File: src/rtl/led_mode_selector.sv
// Two-button (next/prev) synchronised, debounced mode stepper for the LED pattern generator.
// Define LONG_PRESS_EN to make a long hold of btn_next force mode back to 0.
module led_mode_selector #(
  parameter int unsigned DEBOUNCE_CYCLES = 500000,
  parameter int unsigned LONG_CYCLES     = 10000000
) (
  input  logic       clk,
  input  logic       rst,
  input  logic       btn_next,
  input  logic       btn_prev,
  output logic [1:0] mode,
  output logic       mode_chg
);

  typedef enum logic [1:0] {IDLE, DEB_PRESS, PRESSED, DEB_RELEASE} state_t;

  localparam logic [23:0] DEB_LAST = 24'(DEBOUNCE_CYCLES - 1);

  if (DEBOUNCE_CYCLES < 2 || DEBOUNCE_CYCLES > 32'hFF_FFFF ||
      LONG_CYCLES < 2 || LONG_CYCLES > 32'hFF_FFFF) begin : g_bad_param
    $error("led_mode_selector: DEBOUNCE_CYCLES/LONG_CYCLES out of range 2..2^24-1");
  end

  logic [1:0] raw;
  logic [1:0] acc;
  logic       long_hit;

  assign raw = {btn_prev, btn_next};

  // Index 0 is btn_next, index 1 is btn_prev; both get the same sync + debounce FSM.
  for (genvar i = 0; i < 2; i++) begin : g_btn
    logic [1:0]  sync;
    logic        s;
    state_t      state;
    logic [23:0] cnt;

    always_ff @(posedge clk or posedge rst) begin
      if (rst) begin
        sync <= 2'b00;
      end else begin
        sync <= {sync[0], raw[i]};
      end
    end

    assign s = sync[1];

    always_ff @(posedge clk or posedge rst) begin
      if (rst) begin
        state <= IDLE;
        cnt   <= '0;
      end else begin
        case (state)
          IDLE: begin
            if (s) begin
              state <= DEB_PRESS;
              cnt   <= '0;
            end
          end
          DEB_PRESS: begin
            if (!s) begin
              state <= IDLE;
              cnt   <= '0;
            end else if (cnt == DEB_LAST) begin
              state <= PRESSED;
              cnt   <= '0;
            end else begin
              cnt <= cnt + 24'd1;
            end
          end
          PRESSED: begin
            if (!s) begin
              state <= DEB_RELEASE;
              cnt   <= '0;
            end
`ifdef LONG_PRESS_EN
            else if (cnt != 24'(LONG_CYCLES - 1)) begin
              cnt <= cnt + 24'd1;
            end
`endif
          end
          DEB_RELEASE: begin
            if (s) begin
              state <= PRESSED;
              cnt   <= '0;
            end else if (cnt == DEB_LAST) begin
              state <= IDLE;
              cnt   <= '0;
            end else begin
              cnt <= cnt + 24'd1;
            end
          end
          default: begin
            state <= IDLE;
            cnt   <= '0;
          end
        endcase
      end
    end

    assign acc[i] = (state == DEB_PRESS) && s && (cnt == DEB_LAST);
  end

`ifdef LONG_PRESS_EN
  localparam logic [23:0] LONG_LAST = 24'(LONG_CYCLES - 1);

  logic long_done;

  // Fires once when the saturated hold count is seen; re-armed only by leaving PRESSED.
  assign long_hit = (g_btn[0].state == PRESSED) && g_btn[0].s &&
                    (g_btn[0].cnt == LONG_LAST) && !long_done;

  always_ff @(posedge clk or posedge rst) begin
    if (rst) begin
      long_done <= 1'b0;
    end else if (g_btn[0].state != PRESSED) begin
      long_done <= 1'b0;
    end else if (long_hit) begin
      long_done <= 1'b1;
    end
  end
`else
  assign long_hit = 1'b0;
`endif

  // Simultaneous next+prev acceptances cancel; a long-press reset overrides a prev press.
  always_ff @(posedge clk or posedge rst) begin
    if (rst) begin
      mode     <= 2'b00;
      mode_chg <= 1'b0;
    end else begin
      mode_chg <= 1'b0;
      if (long_hit) begin
        if (mode != 2'b00) begin
          mode     <= 2'b00;
          mode_chg <= 1'b1;
        end
      end else if (acc == 2'b01) begin
        mode     <= mode + 2'd1;
        mode_chg <= 1'b1;
      end else if (acc == 2'b10) begin
        mode     <= mode - 2'd1;
        mode_chg <= 1'b1;
      end
    end
  end

endmodule
File: config.mk
export PLATFORM = sky130hd
export DESIGN_NAME = led_mode_selector
export DESIGN_NICKNAME = d
export VERILOG_FILES = /design/src/rtl/led_mode_selector.sv
export SDC_FILE = /design/constraint.sdc
export NUM_CORES = 1
export LEC_CHECK = 0
export BUFFER_PORTS_ARGS = -buffer_cell sky130_fd_sc_hd__buf_2
export CAP_MARGIN = 40
export CELL_PAD_IN_SITES_DETAIL_PLACEMENT = 2
export CELL_PAD_IN_SITES_GLOBAL_PLACEMENT = 2
export CORE_MARGIN = 2
export CORE_UTILIZATION = 42
export CTS_BUF_LIST = sky130_fd_sc_hd__clkbuf_2 sky130_fd_sc_hd__clkbuf_4 sky130_fd_sc_hd__clkbuf_8
export CTS_CLUSTER_DIAMETER = 100
export DETAILED_ROUTE_END_ITERATION = 6
export PLACE_DENSITY = 0.89
export SYNTH_ARGS = -nofsm -noshare
export SYNTH_HDL_FRONTEND = slang
export SYNTH_SLANG_ARGS = --single-unit
File: constraint.sdc
create_clock -name clk -period 2.9 [get_ports clk]
set_input_delay 0.29 -clock clk [delete_from_list [all_inputs] [get_ports clk]]
set_output_delay 0.29 -clock clk [all_outputs]
set_load 0.02 [all_outputs]
==> key figures, run 1 <==
Clock tree
  – Setup bufs post-CTS: 0
  – Cts bufs inserted: 9
  – Clock tree sinks: between 50 and 60
  – CTS H-tree lvls: 3
  – TritonCTS clock tree: done
  – Clock root cell: clkbuf_8
  – Register clock-pin slew on the reported worst setup and hold paths: about 90 ps
  – CTS resizes: 0
  – CTS Buffer Depth: 2
  – Clk Latency, worst-skew pair: between 300 and 400 ps
  – CTS Hold Buffers Added: 0

Synth
  – Area contributors post-synth: dfrtp_1 (46%), nand3_1 (5.0%), nand2_1 (4.1%)
  – XOR/XNOR Fraction of Synth Area: between 1.5 and 2%
  – Synth Area in Simple Gates: around 28%
  – Mapped Avg Cell Area: approximately 9.4 um^2
  – Main combinational cell family by area after synthesis: simple AND/OR/NAND/NOR gates
  – Mapped Cells: ~340
  – Syn. warnings: 0
  – Synth cell count leaders: dfrtp_1 (59), nand2_1 (35), nand3_1 (32), a21oi_1 (22), a31oi_1 (20)
  – Fraction of the yosys area taken by sequential cells: between 40% and 50%
  – Compound-gate portion of the synthesized area: 16.7%
  – Post-synthesis mux area share: between 2 and 2.5%
  – Top-count cell post-synth: dfrtp_1
  – Post-synth EDFFs: 0
  – Post-Syn Area: 3220 um^2
  – Top FF cell, synth: dfrtp_1
  – Yosys reg bits: 59
  – Async S/R FF share, synth: 100%
  – Synth Net Count: ~350
  – Post-synthesis adder-cell area fraction: between 1 and 1.5%
  – Netlist cell types: between 40 and 50
  – Post-synth top area share: 45.8%
  – Leading area contributor after synthesis: dfrtp_1

Power
  – Power Dens Cells: 519 nW/um^2
  – Cell leakage power: 1.55 nW
  – Power Total: 1.85 mW
  – Maximum vdd drop: 353 uV

Timing
  – Worst Skew: approximately 15 ps
  – Max Freq: about 0.41 GHz
  – Final worst path period share: a little over four fifths
  – Final Hold Fails: 0
  – Setup TNS: 0 ps
  – Tmin final: 2450 ps
  – Final Setup Violations: 0
  – RSZ-0062 raised after global routing: no
  – Final Slew Violations: 0
  – Slew @ Worst Pin: roughly 760 ps
  – Setup ws final: 455 ps
  – Max transition margin: between 40% and 50%

Floorplanning
  – Die height: 91.6 um
  – Die X: 91.6 um
  – Core Box Area: between 7000 and 8000 um^2
  – I/O pin total: 7
  – Die ar.: about 8400 um^2
  – Row count: 31
  – Starting Density: 43.9%

Routing
  – Total Routed Length: approximately 12 mm
  – Drt drc: 0
  – Iter 0 DRT Violations: approximately 190
  – Detail Route Antenna Nets: 0
  – Vias: 3033
  – Vias per Instance: 6.65
  – Pre-Repair DR Iteration Count: 5
  – WL/cell: around 26 um

Placed design
  – Worst slack, placed: 594 ps
  – Port Buf Inserts: 6
  – GPL Wtd Cong: roughly 0.74
  – DP Wirelength: roughly 6.7 mm
  – Dpl cell area: between 3000 and 4000 um^2

Global route
  – GR Util met2: roughly 50%
  – Met3 Usage GRT: 4.56%
  – First-pass GRT wire length: 19.5 mm
  – Initial antenna violation count: 0
  – Busiest grt layer: met2
  – Vias in the first global route: 3366
  – GRT Total Usage: slightly above 30%
  – GR Overflow Total: 0
  – Met1 GRT Util: 39.3%
  – Pin count of the biggest net entering global routing: 30

Setup path
  – Slowest cell on crit path: dfrtp_1
  – Req. time, crit path: between 3000 and 4000 ps
  – Worst path max stage delay: about 500 ps
  – CP Class: reg -> reg
  – Setup crit start kind: flip-flop
  – CP arrival: about 2700 ps
  – Max Fanout on Critical Path: 9
  – Crit-path cells: nor4b_1 > nand3_1 > nor4_1 > nand4b_1 > ha_1 > inv_1 > nand2_1 > xnor2_1
  – Element type at the critical path end: flip-flop

Layout
  – Area Growth Syn to Fin: 10.4%
  – Filler Cell Count: 772
  – Area of the multi-input gates: roughly 1600 um^2
  – Final instance area: roughly 3600 um^2
  – Share of cells above drive strength 1: between 10% and 20%
  – FF+latch area: about 1500 um^2
  – Nets: 359
  – # diodes: 0

Run status
  – Status: finished, final reports clean

Min path
  – Worst Hold Class: in -> async

Job
  – Max Cap Violations: 0
-- metal layers --
metal	share of wire, %	wire (um)	vias to the layer above
met3	3.8	439	28
met2	50	5880	124
met4	2.8	329	0
met5	0	0	-
li1	-	-	1301
met1	43	5020	1580
-- registers in the layout, indices dropped and copies added, names as in the netlist, named ones only --
register,count
g_btn.cnt,48
g_btn.state,2
g_btn.sync,4
mode,2
mode_chg,1
-- report_power, final --
part           total [mW]  switching, mW  leakage, nW  internal [mW]
logic               0.115         0.0816        0.641         0.0339
clock network       0.865          0.384        0.101          0.481
registers           0.866         0.0269        0.807          0.839
total                1.85          0.493         1.55           1.35
-- worst max-delay path: cells and delay by family (launching register included) --
family	cells	cell delay, ps
xor+xnor	1	120
fa+ha+maj	1	340
buf+inv	1	110
flops	1	490
simple gates	5	1280
-- cell usage in the layout, fill, tap and decap left out, types with 3 or more instances in the layout --
cell type   count
o21ai_0        14
o211ai_1        3
nand2b_1        3
a31oi_1        20
xor2_1          4
clkbuf_8        9
nor4_1          4
and3_1          7
or3_1           4
and4_1          3
a21oi_1        22
nand2_1        35
nor2_1         19
or2b_1          3
nor3_1         10
mux2i_1         5
nand4_1        13
dfrtp_1        59
xnor2_1         3
clkinvlp_4      3
inv_1           7
or4_1           3
a22o_1          9
and2_1          5
buf_2           6
buf_4           9
ha_1            3
nand3_1        32
a21o_1          8
-- metrics by stage --
stage | util, % | hold WS (ps) | cells
2_1_floorplan | - | 321 | 341
3_3_place_gp | 45.6 | 337 | 440
3_5_place_dp | 45.6 | 348 | 440
4_1_cts | 48.5 | 45.5 | 456
5_1_grt | 48.5 | 40.6 | 456
6_report | 48.5 | 39.6 | 456
-- path summary, 6_finish.rpt --
check,startpoint,slack (ps),cells past startpoint,to
worst max-delay path,g_btn[1].cnt[7],450,8,mode[1]
worst min-delay path,rst,40,2,g_btn[0].cnt[22]
worst max register to register,g_btn[1].cnt[7],450,8,mode[1]
worst min register to register,g_btn[1].sync[0],370,0,g_btn[1].sync[1]
max in group asynchronous,rst,2130,3,mode_chg
min in group clk,btn_next,60,1,g_btn[0].sync[0]
-- cell families (layout without fill, tap and decap cells) --
logic type / after synthesis / after routing
flops: 59 / 59
simple gates: 157 / 157
fa+ha+maj: 3 / 3
mux: 7 / 7
buf+inv: 23 / 39
xor+xnor: 7 / 7
compound gates: 85 / 85
-- area by class of cell --
class / count / share of cell area (%)
Inverter: 8 / 0.844
Clock buffer: 9 / 3.48
Multi-Input combinational cell: 259 / 45.3
Tap cell: 99 / 3.48
Timing Repair Buffer: 15 / 2.74
Sequential cell: 59 / 41.5
Clock inverter: 7 / 2.60
Note: power is estimated with default switching activity, not from simulation.
==> inputs of run 2 (changes only) <==
- ABC_AREA: not set -> 1
- CORE_UTILIZATION: 42 -> 38
- clock period: 2.9 -> 2.4 ns (I/O delays scaled with it)
==> run 2 against run 1 <==
Clock-buffer cell count is 1 higher. Total power is 31% higher. Clock skew is 4.4 ps higher. Register-to-register slack worse by 350 ps. Sequential power is 26% higher. Fmax is 6.5% higher. Global-route usage is 2.8 points higher. Non-clock buffer count is 2 higher. Die area is 26% higher. Synthesized cell count is 52% higher. Critical path type unchanged.
==> key figures, run 2 <==
Run status
  – Status: finished, final reports clean

Timing
  – Slew @ Worst Pin: 694 ps (-69.1 ps)
  – Final worst path period share: 95.7% (+11 points)
  – Final Slew Violations: 0 (unchanged)
  – Worst Skew: 19.7 ps (+4.44 ps)
  – Final Hold Fails: 0 (unchanged)
  – Final Setup Violations: 0 (unchanged)
  – Tmin final: 2300 ps (-149 ps)
  – Hold_ws: 363 ps (+323 ps)
  – Max transition margin: 53.7% (+5.0 points)
  – RSZ-0062 raised after global routing: no
  – Max Freq: 0.436 GHz (+6.5%)

Floorplanning
  – I/O pin total: 7 (unchanged)
  – Core Box Area: 9590 um^2 (+31%)
  – Die ar.: 10500 um^2 (+26%)
  – Row count: 36 (+16%)
  – Starting Density: 38.6% (-5.4 points)
  – Die X: 103 um (+12%)
  – Die height: 103 um (+12%)

Synth
  – Top FF cell, synth: dfrtp_1
  – Fraction of the yosys area taken by sequential cells: 39.9% (-5.9 points)
  – Post-synthesis mux area share: 0.271% (-2.0 points)
  – Leading area contributor after synthesis: dfrtp_1
  – Post-Syn Area: 3700 um^2 (+15%)
  – Synth cell count leaders: nand2_1 (162), nor2_1 (73), dfrtp_1 (59), inv_1 (55), nand3_1 (41)
  – Top-count cell post-synth: nand2_1
  – Post-synth top area share: 39.9% (-5.9 points)
  – Mapped Avg Cell Area: 7.11 um^2 (-25%)
  – Post-synthesis adder-cell area fraction: 1.01% (-0.15 points)
  – XOR/XNOR Fraction of Synth Area: 4.02% (+2.1 points)
  – Post-synth EDFFs: 0 (unchanged)
  – Mapped Cells: 520 (+52%)
  – Syn. warnings: 0 (unchanged)
  – Async S/R FF share, synth: 100% (unchanged)
  – Compound-gate portion of the synthesized area: 7.34% (-9.4 points)
  – Yosys reg bits: 59 (unchanged)
  – Synth Area in Simple Gates: 39.8% (+12 points)
  – Main combinational cell family by area after synthesis: simple AND/OR/NAND/NOR gates
  – Area contributors post-synth: dfrtp_1 (40%), nand2_1 (16%), nor2_1 (7.4%)
  – Netlist cell types: 32 (-35%)
  – Synth Net Count: 527 (+51%)

Setup path
  – Worst r2r src: g_btn[1].cnt[19]
  – CP startpoint: g_btn[1].cnt[19]
  – Crit path to: mode[1]
  – CP Class: reg -> reg
  – Req. time, crit path: 2650 ps (-490 ps)
  – Worst reg-to-reg setup slack: 100 ps (-350 ps)
  – Max Fanout on Critical Path: 6 (-3)
  – Setup crit start kind: flip-flop
  – R2R Path End: mode[1]
  – Worst Reg-to-Reg Cells: 10 (+2)
  – CP arrival: 2550 ps (-130 ps)
  – Element type at the critical path end: flip-flop

Clock tree
  – Clock tree sinks: 59 (unchanged)
  – CTS Buffer Depth: 2 (unchanged)
  – Clock root cell: clkbuf_8
  – Register clock-pin slew on the reported worst setup and hold paths: 80 ps (about the same)
  – TritonCTS clock tree: done
  – Cts bufs inserted: 9 (unchanged)
  – CTS H-tree lvls: 3 (unchanged)
  – Clk Latency, worst-skew pair: 370 ps (+20 ps)

Power
  – Power Dens Cells: 580 nW/um^2 (+12%)
  – Maximum vdd drop: 265 uV (-25%)
  – Int Power: 1.54 mW (+14%)
  – Clk network pwr share: 38.6% (-8.3 points)
  – Cell leakage power: 1.74 nW (+12%)
  – Power Total: 2.41 mW (+31%)
  – Sw Pwr: 0.871 mW (+77%)
  – Sw Ratio: 36.1% (+9.4 points)
  – Comb pwr share: 16.1% (+9.8 points)
  – Sequential power share: 45.3% (-1.6 points)

Layout
  – Reg with most FFs: g_btn.cnt
  – Area Growth Syn to Fin: 12.3%
  – Nets: 550 (+53%)
  – Top Registers: g_btn.cnt: 48 flops, g_btn.sync: 4 flops
  – Max FFs per register: 48 (unchanged)
  – Most frequent cells in the layout: nand2_1 (162), nor2_1 (72), dfrtp_1 (56)
  – # diodes: 0 (unchanged)
  – Share of cells above drive strength 1: 14.8% (+1.9 points)
  – Most common cell after layout, fill and taps aside: nand2_1

Routing
  – Vias per Instance: 5.63 (-15%)
  – Total Routed Length: 16.3 mm (+40%)
  – WL/cell: 24.0 um (-6.2%)
  – Detail Route Antenna Nets: 0 (unchanged)
  – Iter 0 DRT Violations: 178 (-4.8%)
  – Drt drc: 0 (unchanged)
  – Vias: 3833 (+26%)
  – Pre-Repair DR Iteration Count: 4 (-1)

Placed design
  – GPL Wtd Cong: 0.843 (+14%)
  – Port Buf Inserts: 6 (unchanged)
  – DP Wirelength: 9.73 mm (+45%)

Job
  – Max Cap Violations: 0 (unchanged)

Global route
  – GR Overflow Total: 0 (unchanged)
  – Pin count of the biggest net entering global routing: 24 (-20%)
  – Initial antenna violation count: 0 (unchanged)
  – First-pass GRT wire length: 25.2 mm (+29%)
  – GRT Total Usage: 33.0% (+2.8 points)
  – Vias in the first global route: 4393 (+31%)

Min path
  – Worst Hold Class: reg -> reg
==> run 2: changes by cell type after synthesis, sizes merged, moves of 8 or more <==
cell   delta
nor2     +72
a21o      -8
nor4      -8
xor2      +8
inv      +53
nor3      -8
nand3    +14
a22o      -9
a31oi    -19
a21oi    -15
nand2   +136
o22ai    +12
==> run 2: per-stage QoR <==
step	setup TNS [ps]	instances	utilization, %	instance area (um^2)	setup slack [ps]
3_5_place_dp	-28.7	660	40.6	3890	-28.7
3_3_place_gp	0	660	40.6	3890	291
4_1_cts	0	680	43.1	4130	30.3
5_1_grt	0	681	43.3	4150	8.31
2_1_floorplan	0	520	-	3700	443
6_report	0	681	43.3	4150	104
==> run 2: cell families (layout without fill, tap and decap cells) <==
logic type	after synthesis	count (layout)
mux	1	1
flops	59	59
compound gates	47	47
xor+xnor	17	17
fa+ha+maj	3	3
buf+inv	67	95
simple gates	326	326
==> run 2: routing by layer <==
| metal | GRT usage [%] | wire [um] |
|---|---|---|
| met4 | 21.3 | 1000 |
| met5 | 0 | 0 |
| met2 | 59.3 | 8490 |
| met3 | 6.37 | 597 |
| met1 | 35.2 | 6260 |
==> run 2: final cells by class <==
cell class,count,area [um^2]
fillers,1124,5440
multi-input cells,394,1970
flip-flops and latches,59,1480
inverters,62,233
well taps,133,166
clock buffers,10,138
repair buffers,17,120
clock inverters,6,47.5
==> run 2: critical path, cell delays in order (launching register included) <==
cell,delay [ps]
dfrtp_1,490
nor2_2,230
nand3_1,120
nor2_1,180
nand3_2,160
nor2_4,160
nand3_1,90
ha_1,350
a21oi_2,160
o21ai_1,120
xnor2_1,130
==> run 2: what timing repair did <==
item | 4_1_cts | 5_1_grt
buffers inserted | 1 | 1
resized for setup | 4 | 7
setup endpoints to repair | 1 | 1
endpoints found under the hold margin | 19 | 0
hold buffers | 3 | 0
==> run 2: power by group through the flow <==
stage | clock (mW) | combinational, mW | sequential [mW]
floorplan | 0 | 0.246 | 1.08
global placement | 0 | 0.325 | 1.09
detailed placement | 0 | 0.346 | 1.10
CTS | 0.928 | 0.369 | 1.09
global route | 0.989 | 0.412 | 1.10
finish | 0.930 | 0.389 | 1.09
==> run 2: how the worst min path moves through the flow <==
| stage | start | cells after the start | end | slack (ps) |
|---|---|---|---|---|
| after floorplan | btn_next | 0 | g_btn[0].sync[0] | 270 |
| after global placement | rst | 2 | g_btn[0].cnt[19] | 260 |
| after detailed placement | rst | 2 | g_btn[0].cnt[21] | 270 |
| after CTS | g_btn[0].sync[0] | 0 | g_btn[0].sync[1] | 360 |
| after global routing | g_btn[0].sync[0] | 0 | g_btn[0].sync[1] | 380 |
| final | g_btn[0].sync[0] | 0 | g_btn[0].sync[1] | 360 |
==> inputs of run 3 (changes only) <==
==> constraint.sdc (replaced) <==
create_clock -name clk -period 2.4 [get_ports clk]
set_input_delay 0.12 -clock clk [delete_from_list [all_inputs] [get_ports clk]]
set_output_delay 0.12 -clock clk [all_outputs]
set_load 0.02 [all_outputs]
==> run 3 against run 2 <==
Clock skew decreased by 5.4 ps. Setup slack worse by 26 ps. Cell count up 0.44%. First-iteration DRC count down 29%. Fmax down 1.1%. Clock-buffer cell count increased by 4. Combinational power up 2%. Largest cell class unchanged. Highest routed layer unchanged.
==> key figures, run 3 (synthesized netlist as in run 2, its figures left out) <==
Job
  – Max Cap Violations: 0 (unchanged)

Power
  – Maximum vdd drop: 513 uV (+93%)
  – Power Total: 2.38 mW (-1.3%)
  – Cell leakage power: 1.75 nW (+0.99%)
  – Power Dens Cells: 572 nW/um^2 (-1.4%)

Timing
  – Max transition margin: 54.0% (+0.36 points)
  – Final Setup Violations: 0 (unchanged)
  – Hold_ws: 355 ps (-7.24 ps)
  – Slew @ Worst Pin: 688 ps (-5.62 ps)
  – Final Slew Violations: 0 (unchanged)
  – Final worst path period share: 96.8% (+1.1 points)
  – Tmin final: 2320 ps (+26.2 ps)
  – Setup ws final: 77.9 ps (-26.2 ps)
  – Worst Skew: 14.3 ps (-5.40 ps)
  – Max Freq: 0.431 GHz (-1.1%)
  – Final Hold Fails: 0 (unchanged)

Placed design
  – Worst slack, placed: 65.0 ps (+93.7 ps)
  – Dpl cell area: 3910 um^2 (+0.58%)
  – Port Buf Inserts: 6 (unchanged)
  – GPL Wtd Cong: 0.847 (+0.41%)
  – DP Wirelength: 10.4 mm (+6.6%)

Routing
  – Detail Route Antenna Nets: 0 (unchanged)
  – Vias per Instance: 5.54 (-1.5%)
  – WL/cell: 22.5 um (-6.5%)
  – Total Routed Length: 15.4 mm (-6.1%)
  – Drt drc: 0 (unchanged)
  – Pre-Repair DR Iteration Count: 4 (unchanged)
  – Vias: 3792 (-1.1%)
  – Iter 0 DRT Violations: 127 (-29%)

Layout
  – Fin util: 43.3% (+0.052 points)
  – Area Growth Syn to Fin: 12.4%
  – Area of the multi-input gates: 1960 um^2 (-0.57%)
  – Max FFs per register: 48 (unchanged)
  – Top Registers: g_btn.cnt: 48 flops, g_btn.sync: 4 flops
  – Final instance area: 4160 um^2 (+0.12%)
  – Most common cell after layout, fill and taps aside: nand2_1
  – Reg with most FFs: g_btn.cnt
  – FF+latch area: 1480 um^2 (unchanged)
  – Filler Cell Count: 1126 (+0.18%)
  – Share of cells above drive strength 1: 14.7% (-0.054 points)
  – Nets: 552 (+0.36%)
  – Most frequent cells in the layout: nand2_1 (162), nor2_1 (73), dfrtp_1 (56)

Floorplanning
  – Die ar.: 10500 um^2 (unchanged)
  – Core Box Area: 9590 um^2 (unchanged)
  – I/O pin total: 7 (unchanged)
  – Die height: 103 um (unchanged)
  – Die X: 103 um (unchanged)
  – Row count: 36 (unchanged)
  – Starting Density: 38.6% (unchanged)

Setup path
  – Crit-path cells: ha_2 > nand4_1 > nor2_2 > nand3_2 > nor2_4 > nand3_1 > ha_1 > a21oi_1 > o21ai_0 > xnor2_1
  – Slowest cell on crit path: dfrtp_2
  – Element type at the critical path end: flip-flop
  – Max Fanout on Critical Path: 5 (-1)
  – Worst r2r src: g_btn[1].cnt[0]
  – CP startpoint: g_btn[1].cnt[0]
  – CP arrival: 2580 ps (+30 ps)
  – CP Class: reg -> reg
  – Worst path max stage delay: 420 ps (-70 ps)
  – Setup crit start kind: flip-flop
  – Req. time, crit path: 2660 ps (about the same)

Run status
  – Status: finished, final reports clean

Min path
  – Hold_sp: g_btn[0].sync[0]
  – Worst Hold Class: reg -> reg

Global route
  – Initial antenna violation count: 1 (+1)
  – First-pass GRT wire length: 23.6 mm (-6.3%)
  – Pin count of the biggest net entering global routing: 30 (+25%)
  – GR Overflow Total: 0 (unchanged)
  – GRT Total Usage: 30.7% (-2.3 points)
  – Vias in the first global route: 4363 (-0.68%)

Clock tree
  – Cts bufs inserted: 9 (unchanged)
  – Clock tree sinks: 59 (unchanged)
  – Clock root cell: clkbuf_8
  – Register clock-pin slew on the reported worst setup and hold paths: 80 ps (about the same)
  – CTS H-tree lvls: 3 (unchanged)
  – CTS Buffer Depth: 2 (unchanged)
  – TritonCTS clock tree: done
  – Clk Latency, worst-skew pair: 380 ps (about the same)
## run 3: report_power, final
| group | switching [mW] | internal [mW] |
|---|---|---|
| logic | 0.296 | 0.101 |
| registers | 0.0545 | 1.03 |
| clock network | 0.433 | 0.463 |
| total | 0.783 | 1.60 |
## run 3: through the flow
stage | TNS [ps] | instances
6_report | 0 | 684
5_1_grt | -13.7 | 684
4_1_cts | 0 | 682
3_5_place_dp | 0 | 663
3_3_place_gp | 0 | 663
2_1_floorplan | 0 | 520
## run 3: timing repair
item	4_1_cts	5_1_grt
resized for setup	1	6
setup buffers	0	1
hold endpoints to repair	29	0
endpoints found under the setup margin	1	1
pin swaps	0	0
hold buffers	3	0
## run 3: area by class of cell
type	instances	share of cell area, %
Inverter	62	5.60
Tap cell	133	4.00
Multi-Input combinational cell	394	47.1
Timing Repair Buffer	19	3.25
Sequential cell	59	35.6
Clock buffer	14	4.18
Antenna cell	1	0.0602
Clock inverter	2	0.241
## run 3: per-layer routing
layer | track usage [%] | vias to the layer above | share of wire (%)
met1 | 31.5 | 1913 | 37
li1 | - | 1708 | -
met2 | 54.9 | 102 | 53
met3 | 7.53 | 69 | 3.3
met4 | 21.1 | 0 | 6.4
met5 | 0 | - | 0
## run 3: worst max-delay path, delay by kind of cell (launching register included)
kind	cells	cell delay (ps)
flops	1	420
compound gates	2	300
fa+ha+maj	2	610
simple gates	5	740
xor+xnor	1	140
## run 3: final timing paths
path                               endpoint  slack, ps  depth (start not counted)
min reg2reg                g_btn[0].sync[1]        360                          0
max                                 mode[1]         80                         10
max reg2reg                         mode[1]         80                         10
max in group asynchronous   g_btn[1].cnt[1]       1240                          4
min in group asynchronous  g_btn[1].cnt[20]        390                          3
min                        g_btn[0].sync[1]        360                          0
